### config.mk
export PLATFORM = sky130hd
export DESIGN_NAME = branch_predict_unit
export DESIGN_NICKNAME = d
export VERILOG_FILES = /design/src/rtl/branch_predict_unit.sv
export SDC_FILE = /design/constraint.sdc
export NUM_CORES = 1
export LEC_CHECK = 0
export BUFFER_PORTS_ARGS = -buffer_cell sky130_fd_sc_hd__buf_2
export CAP_MARGIN = 20
export CELL_PAD_IN_SITES_DETAIL_PLACEMENT = 1
export CELL_PAD_IN_SITES_GLOBAL_PLACEMENT = 2
export CORE_ASPECT_RATIO = 1.5
export CORE_UTILIZATION = 39
export CTS_BUF_LIST = sky130_fd_sc_hd__clkbuf_2
export CTS_CLUSTER_DIAMETER = 150
export CTS_CLUSTER_SIZE = 28
export DETAILED_ROUTE_END_ITERATION = 12
export PLACE_DENSITY_LB_ADDON = 0.1
export RECOVER_POWER = 50
export SLEW_MARGIN = 20
export SYNTH_ARGS = -nofsm -noshare
export SYNTH_HDL_FRONTEND = slang
export SYNTH_SLANG_ARGS = --single-unit
### constraint.sdc
create_clock -name clk -period 4.58 [get_ports clk]
set_input_delay 0 -clock clk [delete_from_list [all_inputs] [get_ports clk]]
set_output_delay 0 -clock clk [all_outputs]
set_load 0.005 [all_outputs]
### src/rtl/branch_predict_unit.sv
// branch_predict_unit
//   EX-stage branch/JAL resolver with a direct-mapped BTB of 2-bit
//   saturating counters that gives IF a taken/target prediction per fetch PC.
//
//   Ports
//     clk, rst_n                 clock, asynchronous active-low reset
//     F_PC                       fetch PC to predict
//     F_PredTaken, F_PredTarget  combinational prediction for F_PC
//     Ex_Valid, Cur_PC, Imm,     EX-stage instruction, branch condition (AluResult[0]),
//     Branch, AluResult, jals,   and the prediction it was fetched with
//     Ex_PredTaken, Ex_PredTarget
//     PC_Imm, PC_Four, BrPC      target, fall-through, and correct next PC
//     PcSel, Flush, JalSel       redirect on mispredict, kill IF/ID, JAL indicator
//     Perf_Branches, Perf_Mispred  performance counters
//
//   Build option: define BP_PERF_EN to build the performance counters;
//   otherwise both Perf_* outputs are tied to zero.
module branch_predict_unit #(
  parameter int PC_W    = 9,
  parameter int ENTRIES = 16
) (
  input  logic            clk,
  input  logic            rst_n,
  input  logic [PC_W-1:0] F_PC,
  output logic            F_PredTaken,
  output logic [31:0]     F_PredTarget,
  input  logic            Ex_Valid,
  input  logic [PC_W-1:0] Cur_PC,
  input  logic [31:0]     Imm,
  input  logic            Branch,
  input  logic [31:0]     AluResult,
  input  logic            jals,
  input  logic            Ex_PredTaken,
  input  logic [31:0]     Ex_PredTarget,
  output logic [31:0]     PC_Imm,
  output logic [31:0]     PC_Four,
  output logic [31:0]     BrPC,
  output logic            PcSel,
  output logic            Flush,
  output logic            JalSel,
  output logic [31:0]     Perf_Branches,
  output logic [31:0]     Perf_Mispred
);
  localparam int IDX_W = $clog2(ENTRIES);
  localparam int TAG_W = PC_W - IDX_W - 2;

  logic [ENTRIES-1:0]            vld_q;
  logic [ENTRIES-1:0][TAG_W-1:0] tag_q;
  logic [ENTRIES-1:0][PC_W-1:0]  tgt_q;
  logic [ENTRIES-1:0][1:0]       ctr_q;

  // ---------------- lookup (IF) ----------------
  logic [IDX_W-1:0] f_idx;
  logic [TAG_W-1:0] f_tag;
  logic             f_hit;

  assign f_idx        = F_PC[IDX_W+1:2];
  assign f_tag        = F_PC[PC_W-1:IDX_W+2];
  assign f_hit        = vld_q[f_idx] && (tag_q[f_idx] == f_tag);
  assign F_PredTaken  = f_hit && ctr_q[f_idx][1];
  assign F_PredTarget = F_PredTaken ? {{(32-PC_W){1'b0}}, tgt_q[f_idx]}
                                    : {{(32-PC_W){1'b0}}, F_PC} + 32'd4;

  // ---------------- resolve (EX) ----------------
  logic is_cti, act_taken, mispred;

  assign is_cti    = Branch || jals;
  assign act_taken = (Branch && AluResult[0]) || jals;
  assign PC_Imm    = {{(32-PC_W){1'b0}}, Cur_PC} + Imm;
  assign PC_Four   = {{(32-PC_W){1'b0}}, Cur_PC} + 32'd4;
  // A non-branch has act_taken=0, so an aliased taken prediction falls back to PC_Four.
  assign BrPC      = act_taken ? PC_Imm : PC_Four;
  assign JalSel    = jals;

  always_comb begin
    mispred = 1'b0;
    if (Ex_Valid) begin
      if (is_cti) mispred = (act_taken != Ex_PredTaken) ||
                            (act_taken && (Ex_PredTarget != PC_Imm));
      else        mispred = Ex_PredTaken;
    end
  end

  assign PcSel = mispred;
  assign Flush = mispred;

  // ---------------- update ----------------
  logic [IDX_W-1:0] e_idx;
  logic [TAG_W-1:0] e_tag;
  logic             e_hit, upd_en, wr_en;
  logic [1:0]       e_ctr, ctr_nxt;

  assign e_idx  = Cur_PC[IDX_W+1:2];
  assign e_tag  = Cur_PC[PC_W-1:IDX_W+2];
  assign e_hit  = vld_q[e_idx] && (tag_q[e_idx] == e_tag);
  assign e_ctr  = ctr_q[e_idx];
  assign upd_en = Ex_Valid && is_cti;
  // Misses only allocate when taken; not-taken misses leave the table alone.
  assign wr_en  = upd_en && (e_hit || act_taken);

  always_comb begin
    ctr_nxt = jals ? 2'b11 : 2'b10;
    if (e_hit) begin
      if (act_taken) ctr_nxt = (e_ctr == 2'b11) ? e_ctr : e_ctr + 2'd1;
      else           ctr_nxt = (e_ctr == 2'b00) ? e_ctr : e_ctr - 2'd1;
    end
  end

  // Hit and allocate share one write: on a hit valid/tag are rewritten unchanged.
  always_ff @(posedge clk or negedge rst_n) begin
    if (!rst_n) begin
      for (int i = 0; i < ENTRIES; i++) begin
        vld_q[i] <= 1'b0;
        tag_q[i] <= '0;
        tgt_q[i] <= '0;
        ctr_q[i] <= 2'b01;
      end
    end else if (wr_en) begin
      vld_q[e_idx] <= 1'b1;
      tag_q[e_idx] <= e_tag;
      ctr_q[e_idx] <= ctr_nxt;
      if (act_taken) tgt_q[e_idx] <= PC_Imm[PC_W-1:0];
    end
  end

  // Only the condition bit of the ALU result is meaningful here.
  logic unused_alu;
  assign unused_alu = ^AluResult[31:1];

  // ---------------- performance counters ----------------
`ifdef BP_PERF_EN
  always_ff @(posedge clk or negedge rst_n) begin
    if (!rst_n) begin
      Perf_Branches <= '0;
      Perf_Mispred  <= '0;
    end else begin
      if (upd_en)  Perf_Branches <= Perf_Branches + 32'd1;
      if (mispred) Perf_Mispred  <= Perf_Mispred + 32'd1;
    end
  end
`else
  assign Perf_Branches = '0;
  assign Perf_Mispred  = '0;
`endif

endmodule

## After elaboration in Yosys (flattened, before gate mapping)

Cells that the tools add are included.

| storage, ports and cells | value |
|---|---|
| memories kept | 0 |
| memory bits (writable) | 0 |
| flip-flop bits (word level) | 240 |
| bits in latches | 0 |
| word-level logic and storage cells | 111 |
| ROM bits | 0 |

| operators by class | value |
|---|---|
| shifts and indexed selects | 0 |
| reduce and logical (&&, ||, !) cells | 14 |
| $lt $le $gt $ge | 3 |
| bitwise gates (word level) | 1 |
| div/mod/pow operators | 0 |
| eq/ne operators | 5 |
| $mul | 0 |
| add/subtract/negate cells | 5 |
| multiplexer cells | 34 |

Operators with widths:

| cell | number |
|---|---|
| $bwmux W144 | 1 |
| $bwmux W48 | 1 |
| $bmux W9 S4 | 1 |
| $demux W9 S4 | 1 |
| $add A9 B32 Y32 | 1 |
| $bwmux W32 | 1 |
| $mux W32 | 1 |
| $ne A32 B32 Y1 | 1 |
| $bmux W3 S4 | 2 |
| $add A9 B3 Y10 const B | 2 |
| $mux W9 | 2 |
| $bmux W2 S4 | 2 |
| $or A16 B16 Y16 | 1 |
| $mux W2 | 7 |
| $demux W3 S4 | 1 |
| $lt A4 B5 Y1 const B | 2 |
| $mux W10 | 1 |
| $mux W3 | 3 |
| $bmux W1 S4 | 2 |
| $demux W2 S4 | 1 |
| $logic_and A1 B1 Y1 | 8 |
| $eq A3 B3 Y1 | 2 |
| $mux W1 | 6 |
| $demux W1 S4 | 1 |
| other kinds (8) | 11 |

## Depth between registers and ports, before layout

| depth | value |
|---|---|
| depth after elaboration | 7 |
| mapped depth | 13 |
| depth with buffers taken out | 12 |

## Least setup slack after synthesis

Ideal clock, no wire load.

| path | value |
|---|---|
| kind | input port to output port |
| start | in Cur_PC[0] |
| end | out PcSel |
| path buffers | 1 |
| data arrival time | 2.799 ns |
| cell stages on the path | 13 |
| slack | 1.781 ns |
| data required time | 4.580 ns |
| path through | ha_1 > fa_1 > a211oi_2 > or2_2 > xor2_1 > inv_1 > xnor2_1 > nand4_1 > or3_1 > nor4_1 > nand4_1 > o221a_2 > buf_4 |

| on the way | value |
|---|---|
| cells in the longest elaborated chain, start to end | 6 |

RTL lines:

| item | RTL line | text |
|---|---|---|
| from (decl) | 28 | `input logic [PC_W-1:0] Cur_PC,` |
| $add A9 B32 Y32 | 69 | `assign PC_Imm = {{(32-PC_W){1'b0}}, Cur_PC} + Imm;` |
| net PC_Imm[4] | 35 | `output logic [31:0] PC_Imm,` |
| $ne A32 B32 Y1 | 79 | `(act_taken && (Ex_PredTarget != PC_Imm));` |
| $logic_and A1 B1 Y1 | 79 |  |
| $logic_or A1 B1 Y1 | 78 | `if (is_cti) mispred = (act_taken != Ex_PredTaken) \|\|` |
| $mux W1 | 78 |  |
| $mux W1 | 77 | `if (Ex_Valid) begin` |
| to (decl) | 38 | `output logic PcSel,` |

The timed path passes the listed nets, and every way through them passes these cells.

## Worst setup path in the final report

| path | value |
|---|---|
| start | in Cur_PC[1] |
| end | out Flush |

| on the way | value |
|---|---|
| cells in the longest elaborated chain, start to end | 6 |

RTL lines:

| item | RTL line | text |
|---|---|---|
| $add A9 B32 Y32 | 69 |  |
| $ne A32 B32 Y1 | 79 |  |
| $logic_and A1 B1 Y1 | 79 |  |
| $logic_or A1 B1 Y1 | 78 |  |
| $mux W1 | 78 |  |
| $mux W1 | 77 |  |
| to (decl) | 39 | `output logic Flush,` |

Every way passes these cells.

==> impl_metrics.tcl <==
set metrics [dict create \
    status "finished with violations" \
    violations "max-capacitance violations, max-slew violations" \
    powerDensity_nw_per_um2 354.0 \
    drv_slew 239 \
    clock_skew_ns 0.04173 \
    grt_usage_pct 24.32 \
    ys_ff_latch 240 \
    clock_sinks 240 \
    critPathLaunchType "primary input" \
    leakage_nw 7.042 \
    avgViaCountPerCell 5.332 \
    reg2reg_to "tag_q[18]" \
    setup_tns_ns 0 \
    avgRoutedWirePerCell_um 23.29 \
    die_w_um 159.9 \
    cp-end-kind "output port" \
    drive_above_1_share_pct 29.07 \
    critPathKind "primary input to output port" \
    max_freq_ghz 0.2348 \
    met2_usage_pct 45.30 \
    reg2reg_slack_ns 1.22 \
    timing.hold.ws_ns 0.1679 \
    synth_top_cell_area_share_pct 38.43 \
    stdcell_count 1963 \
    tightest_slew_ns 2.606 \
    stdcell_area_um2 15780 \
    hp-start "Cur_PC[6]" \
    ys.flop_type "dfrtp_1" \
    start_util_pct 39.64 \
    grt_max_degree 102 \
    ant_nets 0 \
    yosysMostFrequentCell "dfrtp_1" \
    hold_viol 0 \
    routed_wl_mm 45.72 \
    cts-resized-gates 0 \
    r2r-start "tag_q[23]" \
    coreArea_um2 36800 \
    synthTopCellsByCount "dfrtp_1, nand2_1, o21ai_0, buf_4, mux4_2" \
    slowest_stage "a221oi_1" \
    num_vias 10470 \
    place_congestion 0.8546 \
    path_clk_slew_ns 0.52 \
    clock_path_buffers 3 \
    use_met1_pct 30.03 \
    drt_first_pass_iters 4 \
    synth_edf_count 0 \
    synth_area_per_cell_um2 10.94 \
    io_buffer_count 176 \
    cts_tree "done" \
    grt_pass1_vias 11190 \
    cp_slowest_stage_delay_ns 0.76 \
    synth_cell_types 66 \
    async_flop_share_pct 100.0 \
    hold_path_class "primary input to flop" \
    drt-initial-drc-count 469 \
    yosys_warnings 0 \
    num_io_pins 316 \
    dp.cells 1911 \
    yosys.area.top_type "dfrtp_1" \
    placed_area_um2 15410 \
    setup_viol 0 \
    row_count 86 \
    holdPathEnd "tag_q[9]" \
    syn_inst 1333 \
    post-dp-hpwl_mm 33.12 \
    crit_arrival_ns 4.26 \
    ir_drop_mv 0.1709 \
    maxSlewHeadroom_pct -73.75 \
    netlist_area_um2 14590 \
    seq_area_frac_synth_pct 41.31 \
    setup_slack_ns 0.3206 \
    grt_overflow 0 \
    fin_nets 1605 \
    crit_fanout 9 \
    dieArea_um2 38190 \
    place_ws_ns 0.8138 \
    grt_pass1_wl_mm 69.82 \
    insertion_delay_ns 0.90 \
    min_path_cells 4 \
    met3_usage_pct 1.683 \
    htreeDepth 1 \
    rsz0062_at_grt "no" \
    drc 0 \
    fin_crit_ns 4.259 \
    r2r_cells 7 \
    required_ns 4.58 \
    grt_busiest_layer "met2" \
    area_delta_synth_final_pct 8.158 \
    cp_cell_sequence "dlygate4sd3_1 -> clkbuf_1 -> ha_1 -> a211o_1 -> a221oi_1 -> o21a_1 -> or3_1 -> mux2i_1 -> nand4b_1 -> nor4_1 -> nand4_1 -> o221a_2 -> buf_2" \
    fin_crit_sh_pct 93.00 \
    drv_cap 3 \
    fp.dieH_um 238.9 \
    antenna_found_initial 5 \
    cts_inserted_buffers 12 \
    cts_root_buf "clkbuf_2" \
    synth_area_leaders "dfrtp_1, mux4_2, buf_4" \
]
power by group:
| group | leakage (nW) | switching, mW | internal, mW |
|---|---|---|---|
| Sequential | 2.97 | 0.321 | 2.70 |
| Clock | 0.0858 | 0.664 | 0.113 |
| Combinational | 3.99 | 0.868 | 0.914 |
| Total | 7.04 | 1.85 | 3.73 |
area by class of cell:
class,instances,area (um2)
repair buffers,229,1329
well taps,484,605.6
clock buffers,19,95.09
fillers,4157,21020
diodes,3,7.507
inverters,18,67.56
clock inverters,1,16.27
flip-flops and latches,240,6026
multi-input cells,969,7630
critical path, delay by kind of cell:
kind,cells,cell delay [ns]
muxes,1,0.26
buffers and inverters,3,0.89
AOI/OAI and AO/OA,4,1.89
and+or+nand+nor,4,0.92
adders and majority gates,1,0.29
routing by layer:
layer | wire length [um] | up-vias
li1 | - | 4808
met1 | 18340 | 5368
met2 | 24450 | 223
met3 | 1573 | 66
met4 | 1345 | 2
met5 | 9 | -
timing repair:
| item | 4_1_cts | 5_1_grt |
|---|---|---|
| setup buffers | 0 | 0 |
| hold buffers | 29 | 0 |
| endpoints found under the hold margin | 425 | 0 |
cells in the final DEF (no fill, tap or decap), drive strengths merged, types with 16 or more instances in the layout:
cell type	instances
dfrtp	224
buf	191
nand2	160
o21ai	140
mux2	116
conb	108
mux4	91
xnor2	45
nand3	42
xor2	31
clkbuf	29
dlygate4sd3	28
and3	27
and2	23
nor2	23
inv	18
or2	18
nand4	18
dfstp	16
a21oi	16
stage by stage:
step | power, mW | util [%]
final | 5.585 | 42.87
after global routing | 5.953 | 42.86
after CTS | 5.668 | 43.03
after detailed placement | 4.842 | 41.89
after global placement | 4.752 | 41.89
after floorplan | 4.238 | -
logic make-up after synthesis:
family	synth area share [%]
and+or+nand+nor	11.79
xor gates and xnor gates	4.615
buffers and inverters	9.315
adders and majority gates	1.338
AOI/OAI and AO/OA	8.458
DFF	41.31
muxes	23.14
other	0.02571
state kept, by name (all words and copies together), names as in the netlist:
register / cells
ctr_q: 32
tag_q: 48
tgt_q: 144
vld_q: 16
worst max path at each step:
stage                        to  depth (start not counted)  slack [ns]      start
after floorplan           PcSel                         13        1.78  Cur_PC[0]
after global placement    PcSel                         12        0.88  Cur_PC[4]
after detailed placement  Flush                         12        0.81  Cur_PC[4]
after CTS                 Flush                         16        0.37     Imm[2]
after global routing      Flush                         16        0.04     Imm[2]
final                     Flush                         13        0.32  Cur_PC[1]
No activity file was read; power rests on OpenSTA's default activity.
